[src/rtl/framebuffer_pkg.sv]
// Shared framebuffer definitions: writer FSM states, command opcodes, default
// geometry and the {row, pixel, hi_lo} byte-address packing used by writer and reader.
package framebuffer_pkg;

  localparam int         ROW_BITS   = 5;
  localparam int         PIXEL_BITS = 6;
  localparam logic [7:0] CMD_LOAD   = 8'h4C;
  localparam logic [7:0] CMD_CLEAR  = 8'h43;

  typedef enum logic [1:0] {
    IDLE,
    GET_ROW,
    DATA,
    CLEAR
  } fb_state_t;

  // Byte address of one half of a pixel; hi_lo=1 selects the high byte.
  function automatic logic [31:0] pack_addr(input logic [31:0] row,
                                            input logic [31:0] pixel,
                                            input logic        hi_lo,
                                            input int          pixel_bits);
    return (row << (pixel_bits + 1)) | (pixel << 1) | {31'd0, hi_lo};
  endfunction

endpackage

[src/rtl/framebuffer_row_writer.sv]
// Turns the 'L'/'C' command byte stream into framebuffer port-A byte writes; writes are
// registered one cycle after acceptance, and data_ready drops only while a clear sweeps the RAM.
module framebuffer_row_writer
  import framebuffer_pkg::*;
#(
  parameter int         ROW_BITS   = framebuffer_pkg::ROW_BITS,
  parameter int         PIXEL_BITS = framebuffer_pkg::PIXEL_BITS,
  parameter int         ADDR_WIDTH = 12,
  parameter logic [7:0] CMD_LOAD   = framebuffer_pkg::CMD_LOAD,
  parameter logic [7:0] CMD_CLEAR  = framebuffer_pkg::CMD_CLEAR
) (
  input  logic                  clk,
  input  logic                  reset,
  input  logic [7:0]            data_in,
  input  logic                  data_valid,
  output logic                  data_ready,
  output logic [ADDR_WIDTH-1:0] ram_address,
  output logic [7:0]            ram_data_out,
  output logic                  ram_write_enable,
  output logic                  ram_clk_enable,
  output logic                  row_done,
  output logic                  clear_done,
  output logic                  cmd_error
);

  if (ADDR_WIDTH != ROW_BITS + PIXEL_BITS + 1) begin : g_bad_geometry
    $error("ADDR_WIDTH must equal ROW_BITS + PIXEL_BITS + 1");
  end

  fb_state_t               state, state_n;
  logic [ROW_BITS-1:0]     row_q, row_n;
  logic [PIXEL_BITS-1:0]   pixel_q, pixel_n;
  logic                    hi_lo_q, hi_lo_n;
  logic [ADDR_WIDTH-1:0]   clr_q, clr_n;
  logic [ADDR_WIDTH-1:0]   addr_n;
  logic [7:0]              wdata_n;
  logic                    we_n, ready_n, row_done_n, clear_done_n, cmd_error_n;
  logic                    accept, row_ok;

  assign accept         = data_valid && data_ready;
  assign row_ok         = int'(data_in) < (1 << ROW_BITS);
  assign ram_clk_enable = ram_write_enable;

  always_comb begin
    state_n      = state;
    row_n        = row_q;
    pixel_n      = pixel_q;
    hi_lo_n      = hi_lo_q;
    clr_n        = clr_q;
    addr_n       = ram_address;
    wdata_n      = ram_data_out;
    we_n         = 1'b0;
    row_done_n   = 1'b0;
    clear_done_n = 1'b0;
    cmd_error_n  = 1'b0;

    case (state)
      IDLE: begin
        if (accept) begin
          if (data_in == CMD_LOAD) begin
            state_n = GET_ROW;
          end else if (data_in == CMD_CLEAR) begin
            state_n = CLEAR;
            clr_n   = '0;
          end else begin
            cmd_error_n = 1'b1;
          end
        end
      end
      GET_ROW: begin
        if (accept) begin
          if (row_ok) begin
            row_n   = data_in[ROW_BITS-1:0];
            pixel_n = '0;
            hi_lo_n = 1'b1;
            state_n = DATA;
          end else begin
            cmd_error_n = 1'b1;
            state_n     = IDLE;
          end
        end
      end
      DATA: begin
        if (accept) begin
          we_n    = 1'b1;
          addr_n  = ADDR_WIDTH'(pack_addr(32'(row_q), 32'(pixel_q), hi_lo_q, PIXEL_BITS));
          wdata_n = data_in;
          if (hi_lo_q) begin
            hi_lo_n = 1'b0;
          end else begin
            hi_lo_n = 1'b1;
            // The low byte of the last pixel closes the row.
            if (pixel_q == {PIXEL_BITS{1'b1}}) begin
              pixel_n    = '0;
              row_done_n = 1'b1;
              state_n    = IDLE;
            end else begin
              pixel_n = pixel_q + 1'b1;
            end
          end
        end
      end
      CLEAR: begin
        we_n    = 1'b1;
        addr_n  = clr_q;
        wdata_n = 8'h00;
        if (clr_q == {ADDR_WIDTH{1'b1}}) begin
          clr_n        = '0;
          clear_done_n = 1'b1;
          state_n      = IDLE;
        end else begin
          clr_n = clr_q + 1'b1;
        end
      end
      default: state_n = IDLE;
    endcase

    ready_n = (state_n != CLEAR);
  end

  always_ff @(posedge clk or posedge reset) begin
    if (reset) begin
      state            <= IDLE;
      row_q            <= '0;
      pixel_q          <= '0;
      hi_lo_q          <= 1'b0;
      clr_q            <= '0;
      data_ready       <= 1'b0;
      ram_address      <= '0;
      ram_data_out     <= '0;
      ram_write_enable <= 1'b0;
      row_done         <= 1'b0;
      clear_done       <= 1'b0;
      cmd_error        <= 1'b0;
    end else begin
      state            <= state_n;
      row_q            <= row_n;
      pixel_q          <= pixel_n;
      hi_lo_q          <= hi_lo_n;
      clr_q            <= clr_n;
      data_ready       <= ready_n;
      ram_address      <= addr_n;
      ram_data_out     <= wdata_n;
      ram_write_enable <= we_n;
      row_done         <= row_done_n;
      clear_done       <= clear_done_n;
      cmd_error        <= cmd_error_n;
    end
  end

endmodule

[config.mk]
export PLATFORM = sky130hd
export DESIGN_NAME = framebuffer_row_writer
export DESIGN_NICKNAME = d
export VERILOG_FILES = /design/src/rtl/framebuffer_pkg.sv /design/src/rtl/framebuffer_row_writer.sv
export SDC_FILE = /design/constraint.sdc
export NUM_CORES = 1
export LEC_CHECK = 0
export ABC_AREA = 0
export BUFFER_PORTS_ARGS = -buffer_cell sky130_fd_sc_hd__buf_2
export CAP_MARGIN = 20
export CORE_MARGIN = 3
export CORE_UTILIZATION = 60
export CTS_CLUSTER_SIZE = 16
export DETAILED_ROUTE_END_ITERATION = 8
export GPL_TIMING_DRIVEN = 0
export PLACE_DENSITY_LB_ADDON = 0.15
export SLEW_MARGIN = 20
export SYNTH_ARGS = -nofsm -noshare
export SYNTH_HDL_FRONTEND = slang
export SYNTH_SLANG_ARGS = --single-unit
[constraint.sdc]
create_clock -name clk -period 2.7 [get_ports clk]
set_clock_uncertainty 0.1 [all_clocks]
set_input_delay 0.405 -clock clk [delete_from_list [all_inputs] [get_ports clk]]
set_output_delay 0.405 -clock clk [all_outputs]
set_load 0.01 [all_outputs]
# Word level (Yosys, flattened, before mapping)
# Cells that the tools add are included.
# totals
ff_bits,51
output_inout_bits,26
elab_cells,86
# classes
addsub,2
order_cmp,1
eq_ne,15
mux,44
bitwise,2
n_reduce_logical,10
# ops
cell,count
$mux W12,5
$pmux W12 S2,2
$mux W6,5
$mux W2,9
$eq A8 B7 Y1 const B,2
$mux W1,16
$ne A2 B2 Y1 const B,8
$pmux W8 S2,1
$add A12 B1 Y12 const B,1
$eq A12 B12 Y1 const B,1
$or A12 B1 Y12,1
$or A12 B7 Y12,1
$pmux W6 S2,1
$lt A8 B6 Y1 const B,1
$mux W8,1
$pmux W2 S4,1
$reduce_and A4 Y1,2
$add A6 B1 Y6 const B,1
$eq A6 B6 Y1 const B,1
$pmux W1 S2,3
$reduce_bool A2 Y1,3
$reduce_and A5 Y1,1
$eq A2 B2 Y1 const B,2
$reduce_and A3 Y1,1
other kinds (4),4

# Depth between registers and ports, before layout
# Gate-level depths: netlist of run 1.
# depth
depth_word,6
ltp_mapped,6

# Worst setup path before layout of run 1
# OpenSTA, ideal clock, no wires.
# synth_timing
kind,reg-to-reg
start,register clr_q[4]
end,register clr_q[9]
arrival_time_ns,1.375
t_required_ns,2.471
slack_ns,1.096
path_stages_with_launch,6
n_path_buf,1
period_less_slack_ns,1.604
path_cell_list,dfrtp_1 > buf_2 > nand4_1 > or4_4 > nand4_1 > o21ai_0
# synth_between
elab_chain_cells,3
# synth_rtl
item,line_no,source
start: declaration,framebuffer_row_writer.sv:34,"logic [ADDR_WIDTH-1:0] clr_q, clr_n;"
start signal: assignment,framebuffer_row_writer.sv:140,clr_q <= clr_n;
$add A12 B1 Y12 or $eq A12 B12 Y1 (tied branches),"framebuffer_row_writer.sv:112, framebuffer_row_writer.sv:107",
$mux W12 *,framebuffer_row_writer.sv:107,if (clr_q == {ADDR_WIDTH{1'b1}}) begin
$pmux W12 S2 *,framebuffer_row_writer.sv:57,case (state)
# Every way passes the cells marked *; elsewhere a longest branch is shown, timed or not.
# A chain may end at the register's enable or synchronous reset.

# Worst setup path after layout of run 1
# layout_timing
start,register clr_q[0]
end,register clr_q[3]
# The elaborated chain is that of the path after synthesis.

==> impl_summary.md, run 1 <==
Status
The run finished with clean final reports.

Clock network
The level count of the clock H-tree is 2. The number of setup buffers added after CTS is 0. After clock tree synthesis, the repair step resized 0 gates. The clock latency on the worst-skew pair is roughly 0.30 ns. Clock-pin slew was measured on the worst setup and hold paths at about 0.090 ns. The number of buffers between clock root and the deepest sink is 2. The root buffer cell is clkbuf_8. The clock net in this run drives a total of 51 sinks. For this design, the CTS-stage hold fixing added 0 buffers.

The TritonCTS clock tree is yes. TritonCTS created 5 clock buffers.

Critical path
STA puts the critical path data arrival time at 1.94 ns. The required time of the critical path is 2.79 ns. The worst setup path is launched from a flip-flop. By startpoint and endpoint, the worst setup path is classified as flip-flop to flip-flop. The endpoint of the worst register-to-register path is clr_q[3]. In this design, the stage delay of the slowest critical-path cell is about 0.47 ns.

Counting buffers and inverters, the worst setup path is 5 cells deep. The library cell contributing the largest single delay on the critical path is o41ai_4. Traced cell by cell, the critical path runs through ha_1 -> nand3_1 -> o41ai_4 -> o21bai_1 -> a22o_1. The register-to-register setup slack is ~0.85 ns.

The source of the worst register-to-register timing path is clr_q[0]. The dominant delay contributor by cell family on the critical path is compound AO/OA/AOI/OAI gates. The capturing element type of the critical path is a flip-flop. The total buffers and inverters traversed by the critical path is 0. The worst register-to-register path has a depth of 5. Along the worst path, the maximum fanout reaches 7.

Synth
In this run the mean area of a mapped cell was just over 10 um2. The commonest cells after synthesis are dfrtp_1, nand2_1, nor2_1. The area share of the leading cell type in the synthesized netlist is 50.6%. The synthesized netlist devotes 18.5% of its cell area to compound gates.

Counting flops and latches in the post-synthesis netlist gives around 50. The xor-xnor portion of the synthesized cell area is 0.348%. The cell count after synthesis came out at between 200 and 250. The post-synthesis net count is roughly 260. By area, the combinational part of the netlist is dominated by simple AND/OR/NAND/NOR gates. The synthesized netlist devotes less than 1% of its cell area to adder and majority cells. After synthesis, flip-flops and latches occupy 50.6% of the total area. The synthesized cell area is approximately 0.0025 mm2.

The most used flip-flop cell after synthesis is dfrtp_1. The most frequent cell after synthesis is dfrtp_1. In the synthesized netlist the async set-or-reset flop fraction comes to 100%.

dfrtp_1 takes more of the synthesized area than any other cell. By area the synthesized netlist is led by dfrtp_1, nand2_1, a22o_1. The synthesized-area fraction occupied by and/or/nand/nor cells is 21.9%.

Yosys mapped a number of flops with a built-in enable equal to 0. Synthesis instantiated 50 different standard cells from the library. The count of synthesis-stage warnings from yosys is 0. The proportion of synthesized area in mux cells is approximately 3.5%.

Global route
The layer flagged by global routing as most heavily used is met2. The first global-routing pass estimated about 9.7 mm of wire. The largest net degree at the start of global routing is 27. For this run the aggregate overflow at the end of global routing stands at 0. The via count of the first global-routing pass is 2,030. Global routing used 24.0% of the available tracks across all layers. Global routing used about 5.0% of the available met3 tracks. The initial antenna violation count was 0.

In the global route stage, met2 resource usage came out at ~38%. In the global route stage, met1 resource usage came out at about a third.

Cells and area
The repair_antennas step left the layout with diodes totalling 0. Summing all multi-input logic gate instances after layout gives approximately 0.0011 mm2. In the final layout, flip-flops and latches occupy between 0.001 and 0.0015 mm2. The filler cell count in the final layout is slightly above 300. The post-route cell area is 0.00285 mm2. The number of nets in the layout is 306.

Compared with the post-synthesis result, the final layout area differs by 13.2%. The fraction of layout instances using a drive strength above 1 is 20.9%.

STA
Headroom to the max-slew limit came out at about three fifths. The number of setup violations in the final report is 0. The count of pins over their slew limit is 0. The final total negative setup slack is 0 ns. Dividing the final minimum period by the clock period gives between 60% and 70%. The slew of the pin with the lowest slew margin is ~0.6 ns. The minimum clock period is between 1.5 and 2 ns. Setup repair after global routing left no endpoint under its margin. The number of hold violations in the final report is 0. For this run, the top clock speed supported by timing is around 540 MHz.

Floorplan
In this run the count of I/O pins placed on the die edge is 37. The area of the core region is 0.00385 mm2. The floorplan die width is roughly 71 um. Row generation in the floorplan step produced 22 rows. The die is between 70 and 80 um tall. For this configuration, the core starts out at a cell density of roughly two thirds.

The floorplan die area is 0.00501 mm2.

Flow run
The max capacitance violation total is 0.

Drt
The number of remaining DRC errors is 0. The routed via count is 2,127. The wire length after detailed routing is between 5 and 6 mm. The count of nets left with antenna violations once routing finished came out at 0. After detailed routing, the average wire length per cell comes to about 17 um.

The ratio of routed vias to standard cells is about 6.3. The first routing iteration left around 160 violations. The number of detailed-routing iterations run before antenna repair is 4.

Place
The weighted congestion at the end of routability-driven global placement is 0.904. The number of buffers inserted by port buffering is 36. After legalization and detailed placement, the total HPWL measured between 4 and 5 mm.

The area after detailed placement is about 0.0028 mm2.

Pwr
In this run, flip-flops and latches consume about half of the power. Net switching is a little under two fifths of the power. For this design the static power due to leakage is ~0.0014 uW. The analysis attributes to net switching a power of roughly 900 uW.

Power spread over the standard cell area amounts to 861 mW/mm2. Cell internal power was estimated by the tool at roughly 1500 uW. The portion of total power attributed to combinational logic is a little over a third. The proportion of power drawn by the clock network is around 17%.

The worst-case IR drop observed on VDD is about 560 uV.

Worst hold path
The type of the worst min-delay path is input port to async pin.
-- cells in the final DEF, fill, tap and decap left out, types with 4 or more instances in the layout --
cell and count:
a31oi_1 9, nand2_1 35, buf_2 38, o21ai_0 12, nor2_1 15, inv_1 10
mux2_2 6, nand4_1 8, dfrtp_1 51, clkbuf_8 5, a22oi_1 5, a22o_1 9
nand3_1 10, o22ai_1 4, and3_1 7, clkbuf_1 9
-- how the worst max path moves through the flow --
stage                            to       start  slack [ns]
floorplan                clear_done       reset        0.97
global placement    ram_address[11]       reset        0.37
detailed placement  ram_address[10]  data_valid        0.80
CTS                 ram_address[10]  data_ready        0.88
global route         ram_address[8]  data_ready        0.68
finish                     clr_q[3]    clr_q[0]        0.85
-- metal layers --
layer,vias to the layer above,wire [um]
met2,68,2820
met3,4,336
met1,1048,2560
met5,-,0
li1,1007,-
met4,0,49
-- sequential cells by signal (all words and copies together) (netlist names), 2 cells and up --
register,flops
clr_q,12
pixel_q,6
ram_address,12
ram_data_out,8
row_q,5
state,2
-- power groups by stage --
stage | logic [uW] | registers, uW | clock network [uW]
floorplan | 516 | 1230 | 0
global placement | 827 | 1190 | 0
detailed placement | 855 | 1200 | 0
CTS | 855 | 1190 | 405
global route | 946 | 1230 | 434
finish | 857 | 1190 | 406
-- cell families after synthesis --
group | count (synthesis)
and+or+nand+nor | 100
AOI/OAI and AO/OA | 63
DFF | 51
buffers and inverters | 24
muxes | 8
adders and majority gates | 2
xor gates and xnor gates | 1
-- per-stage QoR --
stage	power (uW)	utilization, %	setup WS [ns]	hold slack (ns)	std cells
floorplan	1740	-	0.965	0.378	249
global placement	2020	71.6	0.370	0.377	333
detailed placement	2060	72.1	0.797	0.385	334
CTS	2450	74.0	0.879	0.0749	340
global route	2610	74.0	0.682	0.0945	340
finish	2460	74.0	0.850	0.0539	340
-- area by class of cell --
cell class | count | share of cell area [%]
buffer | 13 | 2.19
clock buffer | 6 | 2.54
inverter | 11 | 1.45
multi-input combinational | 174 | 40.0
sequential | 51 | 44.7
tap | 48 | 2.11
timing repair buffer | 37 | 7.02
No activity file was read; power rests on OpenSTA's default activity.
==> run 2, diff against run 1 <==
--- a/config.mk
+++ b/config.mk
@@ -9,7 +9,7 @@
 export BUFFER_PORTS_ARGS = -buffer_cell sky130_fd_sc_hd__buf_2
 export CAP_MARGIN = 20
 export CORE_MARGIN = 3
-export CORE_UTILIZATION = 60
+export CORE_UTILIZATION = 56
 export CTS_CLUSTER_SIZE = 16
 export DETAILED_ROUTE_END_ITERATION = 8
 export GPL_TIMING_DRIVEN = 0
==> constraint.sdc (replaced) <==
create_clock -name clk -period 1.8 [get_ports clk]
set_clock_uncertainty 0.1 [all_clocks]
set_input_delay 0.27 -clock clk [delete_from_list [all_inputs] [get_ports clk]]
set_output_delay 0.27 -clock clk [all_outputs]
set_load 0.01 [all_outputs]
==> run 2 against run 1 <==
  * Worst setup slack got worse by 0.77 ns
  * Combinational power increased by 67%
  * Sequential power increased by 55%
  * Critical path type unchanged
  * Total power increased by 60%
  * Highest routed layer unchanged
  * First-iteration DRC count decreased by 7.7%
  * Final cell count increased by 1.8%
  * Sequential share of layout area decreased by 1.3 points
  * Largest cell class unchanged
==> impl_summary.md, run 2 (synthesized netlist as in run 1, its figures left out) <==
Status
Result of the run: finished, final reports clean (unchanged).

Place
The weighted congestion at the end of routability-driven global placement is 0.885 (was 0.904). The cell count after placement was 336 (was 334). The number of buffers inserted by port buffering is 36 (unchanged).

The post-DP HPWL is 4.05 mm (was 4.19 mm). The setup slack at placement is -0.0446 ns (was 0.797 ns).

Global route
The global-route total usage across every layer is 23.5% (was 24.0%). The global-route wire length before repair was 9.60 mm (was 9.69 mm). The via count of the first global-routing pass was 2,033 (was 2,030). The largest net degree at the start of global routing was 31 (was 27). The total global routing overflow came to 0 (unchanged). The initial antenna violation count was 0 (unchanged).

Pwr
The leakage power of the design is 0.00139 uW (was 0.00136 uW). The worst-case vdd ir drop is 847 uV (was 555 uV). The cell-internal power is 2460 uW (was 1540 uW). The relative contribution of sequential cells to total power is 46.7% (was 48.5%). The power per cell area is 1340 mW/mm2 (was 861 mW/mm2). The proportion of power drawn by the clock network is 16.9% (was 16.5%). The portion of total power attributed to combinational logic came to 36.4% (was 34.9%). The net switching component of the power is 1480 uW (was 919 uW). The switching part of the total is 37.6% (was 37.4%).

Critical path
Cell-by-cell trace of the critical path: ha_1 -> nand3_2 -> or4_4 -> nand4_1 -> o21ai_0 (was ha_1 -> nand3_1 -> o41ai_4 -> o21bai_1 -> a22o_1). The largest stage delay on the critical path is 0.47 ns (about the same). The required time of the critical path is 1.89 ns (was 2.79 ns). The capturing element type of the critical path is a flip-flop (unchanged). The startpoint-to-endpoint class of the critical path is flip-flop to flip-flop (unchanged). The critical-path maximum fanout was 4 (was 7). The dominant delay contributor by cell family on the critical path is simple AND/OR/NAND/NOR gates (was compound AO/OA/AOI/OAI gates).

The worst endpoint data arrival time is 1.81 ns (was 1.94 ns). The kind of start point of the critical path is a flip-flop (unchanged). The library cell contributing the largest single delay on the critical path is or4_4 (was o41ai_4). The total buffers and inverters traversed by the critical path is 0 (unchanged).

STA
The slew of the pin with the lowest slew margin is 0.663 ns (was 0.605 ns). The number of hold violations in the final report came to 0 (unchanged). Unrepaired setup endpoints after global routing: true (was false). The worst-case setup margin in the final layout is 0.0788 ns (was 0.850 ns).

The final hold slack is 0.137 ns (was 0.0539 ns). The share of the cycle needed by the critical path after routing came to 95.6% (was 68.5%). The minimum clock period is 1.72 ns (was 1.85 ns). The maximum clock frequency was 581 MHz (was 540 MHz). The number of setup violations in the final report is 0 (unchanged). The count of pins over their slew limit is 0 (unchanged). The remaining max-slew budget at the tightest pin was 55.5% (was 59.4%).

The final total negative setup slack is 0 ns (unchanged).

Clock network
The number of clock sinks was 51 (unchanged). The clock-pin slew of the registers on the worst-case setup and hold paths is 0.09 ns (about the same). The clock latency on the worst-skew pair came to 0.30 ns (about the same). The number of buffers between clock root and the deepest sink is 2 (unchanged). The level count of the clock H-tree is 2 (unchanged).

The root buffer cell is clkbuf_8 (unchanged). The number of CTS-inserted buffers came to 5 (unchanged). The TritonCTS clock tree is yes (unchanged).

Cells and area
The area used by multi-input combinational logic is 0.00117 mm2 (was 0.00114 mm2). The layout overhead on the synthesized area came to 16.6% (was 13.2%). The most frequent standard cell in the layout excluding fill and tap cells is dfrtp_1 (unchanged). Largest registers: clr_q x12, ram_address x12, ram_data_out x8 (unchanged).

The final cell utilization of the core is 70.4% (was 74.0%). The register area came to 0.00128 mm2 (about the same). The filler cell count in the final layout is 318 (was 311). The antenna diode count is 0 (unchanged). The fraction of layout instances using a drive strength above 1 is 24.7% (was 20.9%). Most frequent cells in the layout: dfrtp_1, buf_2, nand2_1 (unchanged). The number of nets in the layout is 309 (was 306). The final cell count without fillers is 346 (was 340).

Floorplan
The number of top-level pins is 37 (unchanged). The vertical die dimension is 73.1 um (was 70.8 um). The initial standard-cell utilization of the core is 60.4% (was 65.4%).

The total number of placement rows came to 23 (was 22). The floorplan die area is 0.00534 mm2 (was 0.00501 mm2). The floorplan die width is 73.1 um (was 70.8 um).

The area of the core region is 0.00417 mm2 (was 0.00385 mm2).

Worst hold path
The type of the worst min-delay path is input port to flip-flop (was input port to async pin).

Drt
The number of remaining DRC errors is 0 (unchanged). The number of detailed-routing iterations run before antenna repair is 4 (unchanged). The routed via count was 2,088 (was 2,127). The DRC marker count from the first detailed-route iteration is 143 (was 155). The post-detailed-route count of antenna-violating nets was 0 (unchanged). The ratio of routed vias to standard cells was 6.03 (was 6.26).

The routed wire length per instance came to 16.3 um (was 17.0 um). The wire length after detailed routing is 5.65 mm (was 5.76 mm).

Flow run
The max capacitance violation total came to 0 (unchanged).
[run 2: area by class of cell]
class | count | share of cell area [%]
multi-input combinational | 174 | 39.8
tap | 50 | 2.13
buffer | 12 | 2.26
clock inverter | 1 | 0.170
timing repair buffer | 41 | 7.92
sequential | 51 | 43.5
clock buffer | 6 | 2.81
inverter | 11 | 1.41
[run 2: repair_timing]
action	in CTS	in global routing
gates resized for setup	1	12
setup endpoints to repair	8	18
endpoints found under the hold margin	21	0
pin swaps	1	2
hold buffers	1	0
buffers inserted	1	2
[run 2: layer usage]
layer / part of all wire [%] / wire length [um] / track usage (%)
met1: 46 / 2610 / 32.0
met2: 47 / 2640 / 35.9
met3: 5.7 / 323 / 4.55
met4: 1.5 / 86 / 11.3
met5: 0 / 0 / 0
[run 2: power groups by stage]
stage               Sequential (uW)  Combinational, uW  Clock, uW
CTS                            1830               1400        683
detailed placement             1800               1280          0
finish                         1840               1430        664
floorplan                      1840                774          0
global route                   1890               1610        714
global placement               1790               1250          0
[run 2: path summary, 6_finish.rpt]
check,end,start,cells past startpoint,slack (ns)
max,clr_q[9],clr_q[1],5,0.08
min,ram_data_out[0],data_in[0],2,0.14
max reg2reg,clr_q[9],clr_q[1],5,0.08
min reg2reg,ram_data_out[2],ram_data_out[2],1,0.41
max in group asynchronous,pixel_q[0],reset,4,0.66
min in group asynchronous,ram_address[2],reset,3,0.42
[run 2: through the flow]
stage	area (um2)	total power, uW
after floorplan	2520	2610
after global placement	2760	3030
after detailed placement	2780	3080
after CTS	2890	3910
after global routing	2940	4220
final	2940	3940
